<file path="src/rtl/iter_divider.sv">
// -----------------------------------------------------------------------------
// iter_divider
//   Multi-cycle integer divider (DIV/DIVU/REM/REMU) for the CPU core.
//   Restoring shift-subtract, one quotient bit per clock, DATA_WIDTH steps.
//   Signed operation divides magnitudes and fixes up signs on the final step:
//   the quotient is negative when operand signs differ, and the remainder
//   takes the sign of the dividend.
//
// Ports
//   clk, rst      clock; synchronous active-high reset
//   in_valid      operands valid          in_ready   accepting (state IDLE)
//   dividend      numerator               divisor    denominator
//   is_signed     1: two's complement, 0: unsigned
//   out_valid     result valid (DONE)     out_ready  consumer takes result
//   quotient      result quotient         remainder  result remainder
//   div_by_zero   divisor was zero for this result
// -----------------------------------------------------------------------------
module iter_divider #(
    parameter int DATA_WIDTH = 32
) (
    input  logic                  clk,
    input  logic                  rst,
    input  logic                  in_valid,
    output logic                  in_ready,
    input  logic [DATA_WIDTH-1:0] dividend,
    input  logic [DATA_WIDTH-1:0] divisor,
    input  logic                  is_signed,
    output logic                  out_valid,
    input  logic                  out_ready,
    output logic [DATA_WIDTH-1:0] quotient,
    output logic [DATA_WIDTH-1:0] remainder,
    output logic                  div_by_zero
);

    localparam int W  = DATA_WIDTH;
    localparam int CW = $clog2(W + 1);

    typedef enum logic [1:0] {
        S_IDLE = 2'd0,
        S_BUSY = 2'd1,
        S_DONE = 2'd2
    } state_t;

    state_t          state_q,    state_d;
    logic [CW-1:0]   count_q,    count_d;
    logic [W-1:0]    rem_q,      rem_d;
    logic [W-1:0]    quo_q,      quo_d;
    logic [W-1:0]    dvsr_q,     dvsr_d;
    logic            neg_quo_q,  neg_quo_d;
    logic            neg_rem_q,  neg_rem_d;
    logic            dbz_q,      dbz_d;

    logic [W:0]      rem_shift;
    logic [W:0]      trial;
    logic [W-1:0]    step_rem;
    logic [W-1:0]    step_quo;

    function automatic logic [W-1:0] negate(input logic [W-1:0] val);
        return ~val + W'(1);
    endfunction

    // Magnitude of a two's-complement value; pass-through when unsigned.
    function automatic logic [W-1:0] magnitude(input logic [W-1:0] val, input logic en);
        return (en && val[W-1]) ? negate(val) : val;
    endfunction

    assign in_ready    = (state_q == S_IDLE);
    assign out_valid   = (state_q == S_DONE);
    assign quotient    = quo_q;
    assign remainder   = rem_q;
    assign div_by_zero = dbz_q;

    // Next-state and datapath: accept, restoring step with sign fix-up, handshake out.
    always_comb begin
        state_d   = state_q;
        count_d   = count_q;
        rem_d     = rem_q;
        quo_d     = quo_q;
        dvsr_d    = dvsr_q;
        neg_quo_d = neg_quo_q;
        neg_rem_d = neg_rem_q;
        dbz_d     = dbz_q;

        // The partial remainder is kept one bit wider during the trial so that
        // divisors with the top bit set still compare correctly.
        rem_shift = {rem_q, quo_q[W-1]};
        trial     = rem_shift - {1'b0, dvsr_q};
        if (!trial[W]) begin
            step_rem = trial[W-1:0];
            step_quo = {quo_q[W-2:0], 1'b1};
        end else begin
            step_rem = rem_shift[W-1:0];
            step_quo = {quo_q[W-2:0], 1'b0};
        end

        case (state_q)
            S_IDLE: begin
                if (in_valid) begin
                    neg_quo_d = is_signed & (dividend[W-1] ^ divisor[W-1]);
                    neg_rem_d = is_signed & dividend[W-1];
                    if (divisor == {W{1'b0}}) begin
                        quo_d   = {W{1'b1}};
                        rem_d   = dividend;
                        dbz_d   = 1'b1;
                        count_d = {CW{1'b0}};
                        state_d = S_DONE;
                    end else begin
                        quo_d   = magnitude(dividend, is_signed);
                        dvsr_d  = magnitude(divisor, is_signed);
                        rem_d   = {W{1'b0}};
                        dbz_d   = 1'b0;
                        count_d = CW'(W);
                        state_d = S_BUSY;
                    end
                end else begin
                    state_d = S_IDLE;
                end
            end
            S_BUSY: begin
                count_d = count_q - CW'(1);
                if (count_q == CW'(1)) begin
                    quo_d   = neg_quo_q ? negate(step_quo) : step_quo;
                    rem_d   = neg_rem_q ? negate(step_rem) : step_rem;
                    state_d = S_DONE;
                end else begin
                    quo_d   = step_quo;
                    rem_d   = step_rem;
                end
            end
            S_DONE: begin
                if (out_ready) begin
                    state_d = S_IDLE;
                end else begin
                    state_d = S_DONE;
                end
            end
            default: begin
                state_d = S_IDLE;
            end
        endcase
    end

    // State register with synchronous reset that aborts any operation in flight.
    always_ff @(posedge clk) begin
        if (rst) begin
            state_q   <= S_IDLE;
            count_q   <= {CW{1'b0}};
            rem_q     <= {W{1'b0}};
            quo_q     <= {W{1'b0}};
            dvsr_q    <= {W{1'b0}};
            neg_quo_q <= 1'b0;
            neg_rem_q <= 1'b0;
            dbz_q     <= 1'b0;
        end else begin
            state_q   <= state_d;
            count_q   <= count_d;
            rem_q     <= rem_d;
            quo_q     <= quo_d;
            dvsr_q    <= dvsr_d;
            neg_quo_q <= neg_quo_d;
            neg_rem_q <= neg_rem_d;
            dbz_q     <= dbz_d;
        end
    end

endmodule
</file>
<file path="config.mk">
export PLATFORM = sky130hd
export DESIGN_NAME = iter_divider
export DESIGN_NICKNAME = d
export VERILOG_FILES = /design/src/rtl/iter_divider.sv
export SDC_FILE = /design/constraint.sdc
export NUM_CORES = 1
export LEC_CHECK = 0
export BUFFER_PORTS_ARGS = -buffer_cell sky130_fd_sc_hd__buf_2
export CAP_MARGIN = 20
export CORE_MARGIN = 10
export CORE_UTILIZATION = 64
export CTS_CLUSTER_SIZE = 12
export DETAILED_ROUTE_END_ITERATION = 16
export GPL_ROUTABILITY_DRIVEN = 0
export HOLD_SLACK_MARGIN = 0.1
export PLACE_DENSITY = 0.95
export SETUP_SLACK_MARGIN = 0.15
export SLEW_MARGIN = 0
export SYNTH_ARGS = -nofsm -noshare
export SYNTH_HDL_FRONTEND = slang
export SYNTH_SLANG_ARGS = --single-unit
</file>
<file path="constraint.sdc">
create_clock -name clk -period 13.7 [get_ports clk]
set_input_delay 2.74 -clock clk [delete_from_list [all_inputs] [get_ports clk]]
set_output_delay 2.74 -clock clk [all_outputs]
set_load 0.02 [all_outputs]
</file>
## Word-level counts from Yosys, hierarchy flattened

Index checks and enable logic that the tools add are counted.
Widths: inputs -> output; s select.

| operators by class | value |
|---|---|
| add/subtract/negate cells | 6 |
| muxes and demuxes | 23 |
| reductions and logical operators | 8 |
| bitwise logic cells | 8 |
| equality and inequality tests | 5 |

Operators by type and width:

| kind | count |
|---|---|
| $mux 32 | 11 |
| $add 32x1->32 const B | 4 |
| $not 32->32 | 4 |
| $pmux 32 s2 | 2 |
| $sub 33x32->33 | 1 |
| $logic_not 32->1 | 1 |
| $mux 6 | 2 |
| $pmux 6 s2 | 1 |
| $mux 2 | 4 |
| $eq 6x1->1 const B | 1 |
| $pmux 2 s3 | 1 |
| $sub 6x1->6 const B | 1 |
| $ne 2x2->1 const B | 2 |
| $reduce_and 2->1 | 2 |
| $reduce_and 3->1 | 1 |
| $and 1x1->1 | 2 |
| $eq 2x1->1 const B | 1 |
| $eq 2x2->1 const B | 1 |
| $logic_and 1x1->1 | 2 |
| $logic_not 2->1 | 1 |
| $mux 1 | 2 |
| $reduce_bool 2->1 | 1 |
| $not 1->1 | 1 |
| $xor 1x1->1 | 1 |

| storage, ports and cells | value |
|---|---|
| input port bits | 69 |
| output and inout bits | 67 |
| register bits | 107 |

## Depth between registers and ports, before layout

Gate-level depths: netlist of the first run.

| depth | value |
|---|---|
| word-level depth | 7 |
| gate-level depth with buffers | 22 |
| mapped depth without buffers | 19 |

## Least setup slack after synthesis of the first run

No wires, ideal clock.

| timing | value |
|---|---|
| path kind | input to register |
| start point | input divisor[8] |
| end point | register quo_q[29], in the netlist quotient[29] |
| data arrival time | 5.238 ns |
| stages | 12 |
| library setup time | 0.114 ns |
| path slack | 8.348 ns |
| path through | or4_1 nor3_1 nand4_1 nor2b_1 nand3b_1 nor3_1 buf_2 nor2_1 nand2_1 clkbuf_1 nor2_1 a2111oi_0 |

| between the ends | value |
|---|---|
| longest elaborated chain between the ends | 4 |

Ends and longest elaborated chain:

| what | line | RTL |
|---|---|---|
| from (decl) | 26 | `input logic [DATA_WIDTH-1:0] divisor,` |
| $logic_not 32->1 | 101 | `if (divisor == {W{1'b0}}) begin` |
| $mux 32 | 101 |  |
| $mux 32 | 98 | `if (in_valid) begin` |
| $pmux 32 s2 | 96 | `case (state_q)` |
| to (signal assigned) | 149 | `quo_q <= {W{1'b0}};` |
| to (signal assigned) | 158 | `quo_q <= quo_d;` |
| to (decl) | 47 | `logic [W-1:0] quo_q, quo_d;` |

Every way passes these cells. The select of a mux whose other input is x is not followed.
A chain may end at the register's enable or synchronous reset.

## Worst setup path in the final report of the first run

| timing | value |
|---|---|
| start point | input divisor[8] |
| end point | register quo_q[0], in the netlist quotient[0] |

The elaborated chain is that of the path after synthesis.

==> results, run 1 <==
- The number of buffer and inverter stages on the critical path is 2.
- Setup repair after global routing left no endpoint under its margin.
- The endpoint of the lowest-slack register-to-register path is quotient[30].
- The power density of the placed cells is between 150 and 200 mW/mm².
- The average detailed-routed wire length per instance is 20.23 µm.
- The path class of the tightest hold or removal check is reg2reg.
- The width of the die is roughly 140 µm.
- The first-pass GRT wire length is 49.98 mm.
- The quantity of gates resized following cts is 0.
- By area the synthesized netlist is led by dfxtp_1 (22%), a21oi_1 (8.0%), xnor2_1 (6.7%).
- Setup violations remaining at the end of the flow were counted as 0.
- In the synthesized netlist, the cells that appear most often are a21oi_1 (155), nor2_1 (127), nand2_1 (112).
- The flop-to-flop setup slack is around 8.3 ns.
- The top-level I/O count is 136.
- The number of nets produced by synthesis is 1420.
- After the last flow step, the layout net total stands at 1494.
- The multi-input logic area is 0.007003 mm².
- The shortest period the worst path allows is 5.942 ns.
- Of all nets on the critical path, the largest fanout is 29.
- After detailed routing, the number of remaining DRC violations is 0.
- For this design, the sink count on the clock tree is 107.
- Data on the critical path arrives at its endpoint at 6.19 ns.
- The maximum root-to-sink buffer count is 2.
- Relative to the synthesized area, the layout overhead comes to 9.614%.
- The initial antenna violation count is 0.
- The fraction of the cycle the final worst path needs is 43.37%.
- For this design, the slowest cell found on the critical path is nand2b_1.
- Along the worst hold path, the cell count comes to 2.
- Once layout is complete, the utilization of the core stands at roughly 72%.
- The number of flops mapped to enable cells by yosys is 0.
- The worst min-delay path startpoint is neg_rem_q.
- The max-slew violation count came to 0.
- For this run the aggregate overflow at the end of global routing stands at 0.
- STA classifies the critical path endpoint as a flip-flop.
- The per-instance average area after synthesis is between 7 and 8 µm².
- The DRC violation total after the first TritonRoute iteration is 1872.
- The detailed-router iteration count before antenna repair is 6.
- The synthesized design contains 107 register bits.
- The netlist area before placement is 0.009722 mm².
- The core region is 0.01470 mm².
- Clock-pin slew was measured on the worst setup and hold paths at 0.08 ns.
- The instance area after placement is 0.01038 mm².
- Detailed placement ended at an HPWL of 23.60 mm.
- For the worst setup path, the data required time is 13.95 ns.
- VDD sags by at most between 0.09 and 0.1 mV.
- The clock root buffer master is clkbuf_16.
- Once the clock tree was built, the setup fixing pass inserted 0 buffers.
- Summed over all layers, the routed wires come to between 30 and 40 mm.
- The placement row count is 44.
- The worst setup skew after layout is 0.01671 ns.
- The total negative setup slack is 0 ns.
- Across every metal layer, demand over resource in global routing totals 29.47%.
- TritonCTS built the clock tree.
- Measured in cells, the most critical reg-to-reg path has a length of 19.
- Max-cap violations in this run came to 0.
- The floorplan die area is 0.02052 mm².
- The dominant register cell in the synthesized netlist is dfxtp_1.
- The count of final hold-check violations is 0.
- The fraction of post-synthesis cell area in the top cell type by area is 22.03%.
- The most frequent cell after synthesis is a21oi_1.
- The largest total area in the synthesized netlist belongs to dfxtp_1.
- The portion of the post-synthesis area used by sequential elements is 22.03%.
- The routed layout has 10970 vias.
- The reg-to-reg critical path startpoint is quotient[31].
- The class of the most critical setup path is in2reg.
- The depth of the CTS H-tree is 3.
- The detail route stage leaves a number of antenna-violating nets equal to 0.
- For this design, the CTS-stage hold fixing added 0 buffers.
- Of the cells placed in the final design, the portion with a size suffix greater than 1 is 14.52%.
- Grouping stages by cell kind, the critical path spends the most delay in simple AND/OR/NAND/NOR gates.
- The leakage component of the power is 0.004347 µW.
- Synthesis produced a netlist whose cell count is 1312.
- The final-layout worst hold slack is 0.4839 ns.
- The end point of the worst hold path is neg_rem_q.
- The finished cells cover 0.01066 mm².
- The Yosys warning count is 0.
- The transition at the pin with the smallest max-transition slack is 1.082 ns.
- The worst pin sits at a relative slew slack of 27.88%.
- Setup slack on the critical path of the routed design comes to 7.758 ns.
- The number of global-route vias before repair is slightly above 10000.
- The TritonCTS buffer count is 9.
- Traced cell by cell, the critical path runs through buf_2 > or4_1 > nor3_1 > nand4_1 > nor2b_1 > nand3b_1 > nor3_2 > buf_4 > nand2b_1 > nor3_1 > a2111oi_0.
- By instance count, the cell type seen most on the critical path is nor3_1.
- On the worst path, the slowest cell contributes a delay of 0.74 ns.
- The flow ran to the end, and the final reports show no timing, DRC or antenna violations.
- For this run, the top clock speed supported by timing is 168.3 MHz.
- The worst setup path is launched from a primary input.
- The fraction of registers with async set or reset after synthesis is 0%.
- The netlist uses 93 different library cells.
- The filler cell count is about 1100.
- The setup slack after placement is 7.490 ns.
- The y dimension of the die is about 140 µm.
- For this configuration, the core starts out at a cell density of between 60% and 70%.
- At the later pin of the worst-skew pair, clock insertion delay measures between 0.3 and 0.4 ns.
- During placement, the flow inserted port buffers numbering 135.
- Registers take 0.002142 mm².
- In the routed layout, each cell is associated on average with a via count of 6.963.
- The pin count of the biggest net entering global routing is 98.
## logic make-up after synthesis
family,count (synthesis),synth area share (%)
compound gates,449,31.75
xor+xnor,138,12.51
fa+ha+maj,39,5.097
buf+inv,148,6.165
flops,107,22.03
mux,18,1.918
simple gates,413,20.53
## worst max path at each step
stage / to / slack (ns) / cells after the start / startpoint
after detailed placement: quotient[0] / 7.49 / 11 / divisor[8]
after global placement: quotient[0] / 7.71 / 11 / divisor[8]
after global routing: quotient[29] / 7.56 / 12 / divisor[8]
after floorplan: quotient[29] / 8.35 / 12 / divisor[8]
after CTS: quotient[0] / 7.86 / 11 / divisor[8]
final: quotient[0] / 7.76 / 11 / divisor[8]
## final cells by class
| cell class | count | area share [%] |
|---|---|---|
| Clock inverter | 6 | 0.4462 |
| Tap cell | 184 | 2.160 |
| Timing Repair Buffer | 146 | 7.115 |
| Sequential cell | 107 | 20.10 |
| Inverter | 65 | 2.290 |
| Antenna cell | 1 | 0.02348 |
| Multi-Input combinational cell | 1057 | 65.72 |
| Clock buffer | 10 | 2.149 |
## per-layer routing
metal	vias to the layer above	track usage, %	wire length [µm]
li1	4969	-	-
met1	4952	35.75	11800
met2	855	48.02	14590
met3	198	6.003	3777
met4	0	16.01	1712
met5	-	0	0
## worst min-delay path: stages, from the launching register on
cell,delay (ns)
dfxtp_1,0.33
nand2_1,0.06
a21oi_1,0.05
## registers in the layout, indices dropped and copies added, names as in the netlist
name         flops
neg_quo_q        1
remainder       32
div_by_zero      1
dvsr_q          32
count_q          6
quotient        32
neg_rem_q        1
state_q          2
## layout by cell type, fill, tap and decap left out, types with 7 or more instances in the layout
master	synthesis	routed
a2111oi_0	7	7
a211oi_1	48	48
a21o_1	12	12
a21oi_1	155	155
a221oi_1	8	8
a31oi_1	17	17
and2_1	11	11
and3_1	23	23
buf_2	14	135
buf_4	2	11
clkbuf_16	0	9
dfxtp_1	107	107
ha_1	38	38
inv_1	64	64
mux2i_1	16	16
nand2_1	112	112
nand2b_1	9	9
nand3_1	27	27
nand4_1	7	7
nor2_1	127	125
nor3_1	33	32
nor4_1	11	11
o21a_1	9	9
o21ai_0	53	53
o221ai_1	21	21
o22ai_1	17	17
o31ai_1	26	26
or3_1	11	11
or4_1	13	13
xnor2_1	74	74
xor2_1	63	63
## power breakdown
part           switching (µW)  internal [µW]  total, µW
combinational             676            382       1060
sequential               54.7            349        404
clock                     130            126        256
total                     861            857       1720
## stage by stage
step | total power (µW) | instances
after floorplan | 1197 | 1312
after global placement | 1389 | 1559
after detailed placement | 1419 | 1559
after CTS | 1678 | 1575
after global routing | 1803 | 1575
final | 1718 | 1576
Power figures use the tool's default switching activity.
==> run 2, diff against run 1 <==
ABC_AREA = 1   (was not set)
CORE_UTILIZATION = 60   (was 64)
PLACE_DENSITY = 0.89   (was 0.95)
clock period = 6.1 ns   (was 13.7 ns; I/O delays follow)
==> results, run 2 <==
- The run finished with clean final reports.
- The worst setup skew after layout is about 0.019 ns.
- The relative area change from synthesis to final layout is 9.519%.
- For this run, the leading register cell type out of synthesis is dfxtp_1.
- In this run the cell area of the synthesized design comes to 0.01052 mm².
- TritonCTS built the clock tree.
- The first global-routing pass estimated ~54 mm of wire.
- The number of nets produced by synthesis is about 1900.
- The max-slew violation count is 0.
- The worst setup path is of the reg2reg kind.
- After synthesis, flip-flops and latches occupy 20.37% of the total area.
- The instance area after placement is 0.01121 mm².
- The count of nets left with antenna violations after detail routing is 0.
- For this design, the slowest cell found on the critical path is fa_1.
- In the global route stage, overall resource usage came out at 27.47%.
- The post-CTS setup-driven buffer insertion count is 0.
- The cell that appears most often on the critical path is nand2_1.
- The total non-filler cell area in the finished layout is around 0.012 mm².
- Static timing analysis puts the maximum clock frequency at 213.5 MHz.
- The final layout contains routed wiring with a total length of about 34 mm.
- Sorting the synthesized cells by area gives the leading types as dfxtp_1 (20%), nand2_1 (16%), inv_1 (8.2%).
- The worst endpoint data arrival time is ~5.0 ns.
- In the post-synthesis netlist, the cell with the most instances is nand2_1.
- The post-CTS clock slew at the launch and capture registers of the worst setup and hold paths is 0.08 ns.
- The shortest period the worst path allows is approximately 4.7 ns.
- Counting flops with an async set or reset pin after synthesis yields a share of 0%.
- The depth of the CTS H-tree is 3.
- In this run, CTS created clock tree buffers numbering 9.
- Yosys printed 0 warnings.
- The routed layout has between 10000 and 15000 vias.
- The dominant cell type by area after synthesis is dfxtp_1.
- Counting flops with a built-in enable in the synthesized netlist gives 0.
- The number of global-route vias before repair is ~11000.
- Buffers inserted to repair hold after CTS numbered 0.
- Clock latency on the worst-skew pair, taken at its later pin, is 0.38 ns.
- Synthesis inferred 107 register bits.
- The average detailed-routed wire length per instance is 15.96 µm.
- The pin count of the biggest net entering global routing is 70.
- Detailed placement ended at an HPWL of 26.05 mm.
- Dividing total power by cell area gives a power density of around 360 mW/mm².
- STA classifies the critical path startpoint as a flip-flop.
- The via count normalized by instance count is 5.772.
- Counting along the longest clock path gives a buffer depth of 2.
- The starting density of the core is 61.00%.
- The max capacitance violation total is 0.
- The gate count of the mapped netlist is approximately 1800.
- The top-level I/O count is 136.
- Setup repair after global routing left no endpoint under its margin.
- The transition at the pin with the smallest max-transition slack is approximately 1.0 ns.
- In this run the tightest slew margin relative to its limit is between 30 and 40%.
- The floorplan step defined a core boundary enclosing 0.01724 mm².
- The clock root buffer master is clkbuf_16.
- The fraction of the cycle the final worst path needs is 76.78%.
- The count of final hold-check violations is 0.
- From bottom edge to top edge, the die measures between 150 and 200 µm.
- Of all nets on the critical path, the largest fanout is 34.
- The power after layout is 4105 µW.
- Once placement completed, the tool counted placed cells totaling approximately 2100.
- The library cells used most frequently in the layout, excluding fill and tap cells, are nand2_1 (444), inv_1 (229), nor2_1 (187).
- Leaving out fill and tap cells, the most frequent cell in the layout is nand2_1.
- The setup slack after placement is 1.550 ns.
- The number of buffers added on ports is 135.
- Sorting the synthesized cells by how often they occur yields nand2_1 (444), inv_1 (230), nor2_1 (191).
- The DRC violation total after the first TritonRoute iteration is 1270.
- The reg-to-reg critical path startpoint is quotient[31].
- Setup violations remaining at the end of the flow were counted as 0.
- The placement row count is 48.
- The worst min-delay path startpoint is dvsr_q[27].
- In this design, the stage delay of the slowest critical-path cell is between 0.3 and 0.4 ns.
- The path class of the tightest hold or removal check is reg2reg.
- The residual DRC count is 0.
- The per-instance average area after synthesis is a little under 6 µm².
- The quantity of gates resized following cts is 0.
- The capturing element type of the critical path is a flip-flop.
- The floorplan die area is 0.02322 mm².
- The clock sink count is 107.
- Across the VDD grid, the largest voltage drop is 0.2075 mV.
- The initial antenna violation count came to 2.
- The first detailed-routing pass took 8 iterations.
- Setup total negative slack on the finished layout was measured at 0 ns.
- The data required time at the worst endpoint is 6.40 ns.
- Cells with a size suffix above 1 make up a little over an eighth of the layout.
- The width of the die is 152.4 µm.
- Global routing finished with a remaining overflow of 0.
- The origin of the worst setup path is quotient[31].
- The filler-free cell count of the finished design is between 2000 and 2500.
- The filler cell count is 1594.
- For this design the static power due to leakage is 0.005705 µW.
- The fraction of post-synthesis cell area in the top cell type by area is 20.37%.
- The final net count is 1999.
- Yosys mapped the design onto 54 distinct sky130hd cell types.
- After layout, the worst setup slack is 1.416 ns.
==> run 2: final timing paths <==
kind / cells after the start / slack (ns) / end
max: 28 / 1.42 / quotient[30]
max reg2reg: 28 / 1.42 / quotient[30]
min: 2 / 0.49 / dvsr_q[27]
min reg2reg: 2 / 0.49 / dvsr_q[27]
==> run 2: kinds of logic (layout without fill, tap and decap cells) <==
family	count (synthesis)	after routing	share of synthesized area (%)
DFF	107	107	20.37
AOI/OAI and AO/OA	397	397	20.42
xor gates and xnor gates	83	83	6.913
buffers and inverters	302	397	11.55
adders and majority gates	39	39	4.712
other	0	1	0
and+or+nand+nor	873	873	36.03
==> run 2: cell type report <==
type                       instances  area (µm²)  share of cell area (%)
tap                              225       281.5                   2.445
multi-input combinational       1392        7173                   62.29
antenna                            1       2.502                 0.02173
timing repair buffer             142       735.7                   6.389
clock buffer                      10       229.0                   1.988
inverter                         239       897.1                   7.790
clock inverter                     6       55.05                  0.4781
sequential                       107        2142                   18.60
==> run 2: report_power, final <==
group / internal [µW] / switching, µW
Sequential: 799 / 134
Clock: 285 / 308
Combinational: 817 / 1760
==> run 2: critical path, delay by kind of cell, from the launching register on <==
family | cells | cell delay, ns
buffers and inverters | 2 | 0.16
AO/OA/AOI/OAI | 5 | 0.62
AND/OR/NAND/NOR | 18 | 2.64
adder cells (fa/ha/maj) | 3 | 0.82
flip-flops | 1 | 0.38
==> run 2: stage by stage <==
stage	hold WS, ns	utilization [%]
after floorplan	0.4301	-
after global placement	0.4497	65.06
after detailed placement	0.4684	65.06
after CTS	0.4787	66.71
after global routing	0.5055	66.80
final	0.4876	66.81
==> run 2: per-layer routing <==
metal	vias up	global-route usage, %	part of all wire [%]	wire length (µm)
met5	-	0	0	0
met4	0	13.57	4.5	1515
met3	119	4.234	8.9	3003
met2	668	43.72	45	15130
met1	5445	35.32	42	14220
li1	6016	-	-	-
